`src/rtl/product_bcd_converter.sv`:
```
// Sequential double-dabble converter: sign-magnitude product to packed BCD,
// one magnitude bit per clock, with leading-zero blanking flags for the display.
module product_bcd_converter #(
  parameter int DATA_W     = 16,
  parameter int SIGNED_MAG = 1
) (
  input  logic                                    clock,
  input  logic                                    reset,
  input  logic                                    start,
  input  logic [DATA_W-1:0]                       product,
  output logic                                    busy,
  output logic                                    done,
  output logic                                    sign,
  output logic [4*((DATA_W == 8) ? 3 : 5)-1:0]    bcd,
  output logic [((DATA_W == 8) ? 3 : 5)-1:0]      blank
);

  localparam int DIGITS = (DATA_W == 8) ? 3 : 5;
  localparam int N      = (SIGNED_MAG != 0) ? DATA_W - 1 : DATA_W;
  localparam int SW     = 4 * DIGITS;

  typedef enum logic {IDLE, CONV} state_t;

  state_t            r_state;
  state_t            w_state_next;
  logic [N-1:0]      r_shift;
  logic [SW-1:0]     r_scratch;
  logic [4:0]        r_cnt;
  logic              r_sign_lat;
  logic              w_accept;
  logic              w_last;
  logic [SW-1:0]     w_adj;
  logic [SW-1:0]     w_scratch_next;

  // Add 3 to every digit that is 5 or more so the following shift carries into the next digit.
  function automatic logic [SW-1:0] f_add3(input logic [SW-1:0] v);
    logic [SW-1:0] r;
    r = v;
    for (int i = 0; i < DIGITS; i++) begin
      if (v[4*i +: 4] >= 4'd5) r[4*i +: 4] = v[4*i +: 4] + 4'd3;
    end
    return r;
  endfunction

  // A digit is blanked when it and every digit above it is zero; units are never blanked.
  function automatic logic [DIGITS-1:0] f_blank(input logic [SW-1:0] v);
    logic [DIGITS-1:0] m;
    logic              hz;
    m  = '0;
    hz = 1'b1;
    for (int i = DIGITS - 1; i >= 1; i--) begin
      hz   = hz & (v[4*i +: 4] == 4'd0);
      m[i] = hz;
    end
    return m;
  endfunction

  assign w_accept       = (r_state == IDLE) && start;
  assign w_last         = (r_state == CONV) && (r_cnt == 5'd1);
  assign w_adj          = f_add3(r_scratch);
  assign w_scratch_next = {w_adj[SW-2:0], r_shift[N-1]};
  assign busy           = (r_state == CONV);

  always_comb begin
    w_state_next = r_state;
    case (r_state)
      IDLE:    if (start)  w_state_next = CONV;
      CONV:    if (w_last) w_state_next = IDLE;
      default: w_state_next = IDLE;
    endcase
  end

  always_ff @(posedge clock) begin
    if (reset) r_state <= IDLE;
    else       r_state <= w_state_next;
  end

  always_ff @(posedge clock) begin
    if (reset) begin
      r_cnt <= 5'd0;
      done  <= 1'b0;
      sign  <= 1'b0;
      bcd   <= '0;
      blank <= {{(DIGITS-1){1'b1}}, 1'b0};
    end else begin
      done <= 1'b0;
      if (w_accept) begin
        r_cnt <= 5'(N);
      end else if (r_state == CONV) begin
        r_cnt <= r_cnt - 5'd1;
        if (w_last) begin
          done  <= 1'b1;
          bcd   <= w_scratch_next;
          // Negative zero collapses to plain zero.
          sign  <= r_sign_lat && (w_scratch_next != '0);
          blank <= f_blank(w_scratch_next);
        end
      end
    end
  end

  // Datapath registers carry no reset; they are reloaded on every accepted start.
  always_ff @(posedge clock) begin
    if (w_accept) begin
      r_shift    <= product[N-1:0];
      r_scratch  <= '0;
      r_sign_lat <= (SIGNED_MAG != 0) ? product[DATA_W-1] : 1'b0;
    end else if (r_state == CONV) begin
      r_shift   <= {r_shift[N-2:0], 1'b0};
      r_scratch <= w_scratch_next;
    end
  end

endmodule

```
`config.mk`:
```
export PLATFORM = sky130hd
export DESIGN_NAME = product_bcd_converter
export DESIGN_NICKNAME = d
export VERILOG_FILES = /design/src/rtl/product_bcd_converter.sv
export SDC_FILE = /design/constraint.sdc
export NUM_CORES = 1
export LEC_CHECK = 0
export BUFFER_PORTS_ARGS = -buffer_cell sky130_fd_sc_hd__buf_2
export CAP_MARGIN = 20
export CORE_UTILIZATION = 60
export DETAILED_ROUTE_END_ITERATION = 10
export GPL_ROUTABILITY_DRIVEN = 0
export PLACE_DENSITY = 0.87
export SYNTH_ARGS = -nofsm -noshare
export SYNTH_HDL_FRONTEND = slang
export SYNTH_SLANG_ARGS = --single-unit
```
`constraint.sdc`:
```
create_clock -name clock -period 5.15 [get_ports clock]
set_input_delay 0.515 -clock clock [delete_from_list [all_inputs] [get_ports clock]]
set_output_delay 0.515 -clock clock [all_outputs]
set_load 0.05 [all_outputs]
```
# --- Word level (Yosys, flattened, before mapping) ---
# Cells that the tools add are included.
totals:
  wordCells: 52
  regBits: 68
  inputBits: 19
classes:
  muxes: 13
  n_addsub: 6
  magnitude_cmp: 5
  reduce_logical: 12
  n_eq_ne: 1
  n_bitwise: 5
op_table:
  columns: ["operator", "count"]
  rows:
  - ["2-to-1 mux 15 bit", 2]
  - ["2-to-1 mux 4 bit", 6]
  - ["greater-or-equal comparator 4 x 3 -> 1 bit, second input constant", 5]
  - ["nonzero test 20 bit", 1]
  - ["adder 4 x 2 -> 4 bit, second input constant", 4]
  - ["zero test 4 bit", 4]
  - ["== test 5 x 1 -> 1 bit, second input constant", 1]
  - ["subtractor 5 x 1 -> 5 bit, second input constant", 1]
  - ["adder 3 x 2 -> 3 bit, second input constant", 1]
  - ["bitwise AND 1 bit", 3]
  - ["logical AND 1 bit", 3]
  - ["2-to-1 mux 1 bit", 3]
  - ["2-to-1 mux 3 bit", 1]
  - ["AND reduction 3 bit", 1]
  - ["OR reduction 3 bit", 1]
  - ["NOT 1 bit", 2]
  - ["one-hot mux 1 bit (2 select lines)", 1]
  - ["nonzero test 2 bit", 1]
  - ["OR reduction 2 bit", 1]

# --- Longest topological paths before layout ---
logic_depth:
  ltp_word: 6
  mapped_depth: 8

# --- Worst setup path after synthesis ---
# Ideal clock, no wire load.
synth_path:
  kind: "register to register"
  from: "reg r_state, in the netlist busy"
  to: "reg r_shift[0], enable pin"
  stages_incl_launch_ff: 5
  t_required_ps: 4791
  setup_slack_ps: 3190
  setup_ps: 359
  synth_period_minus_slack_ps: 1960
  arrival_time_ps: 1602
  cell_sequence: "dfxtp_1 clkbuf_1 clkbuf_1 nor2_1 inv_1"
synth_between:
  elab_chain_len: 3
synth_lines:
  columns: ["item", "line_no", "rtl"]
  rows:
  - ["start: declaration", "24", "state_t r_state;"]
  - ["start signal: assignment", "75", "else r_state <= w_state_next;"]
  - ["NOT 1 bit (no source line)", null, null]
  - ["logical AND 1 bit", "58", "assign w_accept = (r_state == IDLE) && start;"]
  - ["nonzero test 2 bit (no source line) (*)", null, null]
  - ["end signal: assignment", "105", "r_shift <= product[N-1:0];"]
  - ["end signal: assignment", "109", "r_shift <= {r_shift[N-2:0], 1'b0};"]
  - ["end: declaration", "26", "logic [N-1:0] r_shift;"]
# Every way passes the cells marked *; elsewhere a longest branch is shown, timed or not.
# A chain may end at the register's enable or synchronous reset.

# --- Worst setup path in the final report ---
layout_path:
  from: "reg r_state, in the netlist busy"
  to: "reg blank[1] (netlist bit)"
layout_between:
  elab_chain_len: 4
layout_lines:
  columns: ["item", "line_no", "rtl"]
  rows:
  - ["NOT 1 bit (no source line)", null, null]
  - ["logical AND 1 bit", "58", null]
  - ["NOT 1 bit (no source line)", null, null]
  - ["AND reduction 3 bit (no source line) (*)", null, null]
  - ["end signal: assignment", "84", "blank <= {{(DIGITS-1){1'b1}}, 1'b0};"]
  - ["end signal: assignment", "96", "blank <= f_blank(w_scratch_next);"]
  - ["end: declaration", "15", "output logic [((DATA_W == 8) ? 3 : 5)-1:0] blank"]
# Marked as above.

==> insert_results.sql <==
INSERT INTO impl_metrics (metric_group, metric, value, unit) VALUES
('route', 'postRouteWirelength', '6200', 'um'),
('placement', 'place_area', '0.00335', 'mm2'),
('pwr', 'seq_power_share', '49.2', '%'),
('clock_tree', 'htree_num_levels', '3', ''),
('clock_tree', 'path_clk_slew', '70', 'ps'),
('run_status', 'status', 'finished, final reports clean', ''),
('sta', 'layout_min_cycle_time', '2640', 'ps'),
('worst_setup_path', 'r2r.worst_path.cells', '3', ''),
('layout', 'multiInputGateArea', '0.00146', 'mm2'),
('synthesis', 'synthesis.area_per_instance', '9.57', 'um2'),
('layout', 'final_common_cell', 'sky130_fd_sc_hd__nand2_1', ''),
('pwr', 'internal_power', '920', 'uW'),
('layout', 'area_delta_synth_final', '14.7', '%'),
('synthesis', 'ys.flop_type', 'sky130_fd_sc_hd__dfxtp_1', ''),
('global_route', 'gr-total-overflow', '0', ''),
('synthesis', 'synth_sequential_area_ratio', '49.1', '%'),
('sta', 'final_max_slew_viol_count', '0', ''),
('clock_tree', 'ctsRootBufferMaster', 'sky130_fd_sc_hd__clkbuf_8', ''),
('worst_setup_path', 'criticalPathCategory', 'reg -> reg', ''),
('synthesis', 'yosysUniqueCellTypes', '40', ''),
('layout', 'seq_area', '0.00152', 'mm2'),
('placement', 'port_buffer_count', '45', ''),
('synthesis', 'synth-async-reset-ratio', '0', '%'),
('floorplanning', 'ioPinCount', '47', ''),
('floorplanning', 'initial_utilization', '63.9', '%'),
('synthesis', 'yosysWarnings', '0', ''),
('route', 'drc', '0', ''),
('worst_setup_path', 'critical_path.endpoint', 'blank[1]$_SDFFE_PP1P_', ''),
('pwr', 'p_sw', '320', 'uW'),
('worst_setup_path', 'crit_path_cell_chain', 'nand4b_1, nor3_2, a221o_1', ''),
('sta', 'setup-violations-final', '0', ''),
('clock_tree', 'post-cts-setup-buffers', '0', ''),
('route', 'drt-pass1-iter-count', '4', ''),
('sta', 'timing.slew.headroom', '29.8', '%'),
('worst_setup_path', 'timing_startpoint_of_the_critical_path', 'busy$_SDFF_PP0_', ''),
('global_route', 'grt_antenna_before_repair', '0', ''),
('sta', 'fin_tns_setup', '0', 'ps'),
('global_route', 'first_global_vias', '2286', ''),
('pwr', 'clockPowerShare', '37.7', '%'),
('sta', 'clock-skew-final', '5.75', 'ps'),
('synthesis', 'post_synth_main_area_contributors', 'sky130_fd_sc_hd__dfxtp_1 (34%), sky130_fd_sc_hd__edfxtp_1 (15%), sky130_fd_sc_hd__nand2_1 (7.0%)', ''),
('worst_setup_path', 'timing.rr.end', 'blank[1]$_SDFFE_PP1P_', ''),
('pwr', 'part_of_the_total_power_dissipated_in_combinational_logic', '13.1', '%'),
('min_path', 'worst_min_delay_path_startpoint', 'product[15]', ''),
('layout', 'finalInstanceArea', '0.00356', 'mm2'),
('sta', 'worst_slew_pin_slew', '1050', 'ps'),
('synthesis', 'number_of_standard_cells_after_synthesis', '324', ''),
('route', 'num_vias', '2413', ''),
('clock_tree', 'worstSkewPairLatency', '350', 'ps'),
('min_path', 'hold_path_class', 'in -> reg', ''),
('worst_setup_path', 'r2r_slack', '2510', 'ps'),
('floorplanning', 'fp.dieH', '73.9', 'um'),
('worst_setup_path', 'worst_setup_path_start_kind', 'flip-flop', ''),
('pwr', 'cellLeakagePower', '1.43', 'nW'),
('route', 'drt_first_iter_violations', '131', ''),
('worst_setup_path', 'timing.critical_path.fanout_max', '34', ''),
('floorplanning', 'horizontal_die_dimension', '73.9', 'um'),
('worst_setup_path', 'crit_path_end_kind', 'flip-flop', ''),
('floorplanning', 'overall_die_area', '0.00546', 'mm2'),
('synthesis', 'number_of_flops_mapped_to_enable_cells_by_yosys', '16', ''),
('worst_setup_path', 'crit_required', '5440', 'ps'),
('layout', 'antennaDiodeCount', '0', ''),
('layout', 'layout.cells.most_common_list', 'sky130_fd_sc_hd__nand2_1 (58), sky130_fd_sc_hd__dfxtp_1 (52), sky130_fd_sc_hd__buf_2 (45), sky130_fd_sc_hd__a21oi_1 (20), sky130_fd_sc_hd__nor2_1 (19)', ''),
('clock_tree', 'tritoncts_num_sinks', '68', ''),
('pwr', 'vdd.ir_drop.worst', '0.263', 'mV'),
('synthesis', 'synth.ff_latch_count', '68', ''),
('worst_setup_path', 'cp_slowest_cell', 'sky130_fd_sc_hd__dfxtp_1', ''),
('synthesis', 'netlist.area_leader.share', '33.6', '%'),
('clock_tree', 'cts_tree', 'yes', ''),
('global_route', 'global_route_wire_length_before_repair', '10300', 'um'),
('sta', 'rsz0062_at_grt', 'no', '');
## cells by family after synthesis
kind of cell	synth area share (%)
adders and majority gates	4.84
other	0.121
AOI/OAI and AO/OA	13.6
buffers and inverters	3.91
xor gates and xnor gates	2.26
muxes	7.99
and+or+nand+nor	18.2
DFF	49.1
## state kept, by name, indices dropped and copies added, names as in the netlist
signal      flops
bcd            20
r_shift        15
sign            1
r_sign_lat      1
r_scratch      20
r_cnt           5
blank           4
done            1
busy            1
## final cells by class
| cell class | count | share of cell area [%] |
|---|---|---|
| clock buffer | 11 | 3.69 |
| clock inverter | 5 | 2.15 |
| inverter | 14 | 1.48 |
| multi-input combinational | 225 | 41.0 |
| sequential | 68 | 42.8 |
| tap | 67 | 2.36 |
| timing repair buffer | 46 | 6.54 |
## critical path: cells and delay by family (launching register included)
kind               cells  cell delay (ps)
AOI/OAI and AO/OA      1              190
DFF                    1             1020
and+or+nand+nor        2             1370
## routing by layer
| metal | global-route usage (%) | share of wire, % |
|---|---|---|
| met5 | 0 | 0 |
| met4 | 8.55 | 1.6 |
| met3 | 9.74 | 4.6 |
| met2 | 43.1 | 50 |
| met1 | 30.2 | 44 |
## power groups by stage
stage | logic (mW) | registers, mW | clock network [mW]
6_report | 0.163 | 0.610 | 0.468
5_1_grt | 0.180 | 0.615 | 0.497
4_1_cts | 0.163 | 0.610 | 0.471
3_5_place_dp | 0.162 | 0.622 | 0
3_3_place_gp | 0.156 | 0.620 | 0
2_1_floorplan | 0.113 | 0.632 | 0
## cell usage after synthesis, drive strengths merged, types with 4 or more instances
cell type and n:
inv 13, nor3b 8, dfxtp 52, nor2 19, nor3 9, a211oi 12
o31ai 6, mux2 14, clkbuf 15, nand2b 5, o21ai 15, xnor2 8
and2 4, ha 12, edfxtp 16, nand2 59, a21oi 25, o22ai 5
mux2i 9
## how the worst min path moves through the flow
stage          slack, ps  cells past startpoint                    endpoint
3_3_place_gp         440                      2         bcd[9]$_SDFFE_PP0P_
6_report             340                      1        r_sign_lat$_DFFE_PP_
5_1_grt              320                      1        r_sign_lat$_DFFE_PP_
4_1_cts              330                      1        r_sign_lat$_DFFE_PP_
2_1_floorplan        460                      2  r_scratch[19]$_SDFFE_PP0P_
3_5_place_dp         450                      2         bcd[6]$_SDFFE_PP0P_
## through the flow
step           cells  worst slack (ps)
2_1_floorplan    324              3190
3_3_place_gp     420              2730
3_5_place_dp     420              2490
4_1_cts          436              2480
5_1_grt          436              2220
6_report         436              2510
(Power assumes the default switching activity.)
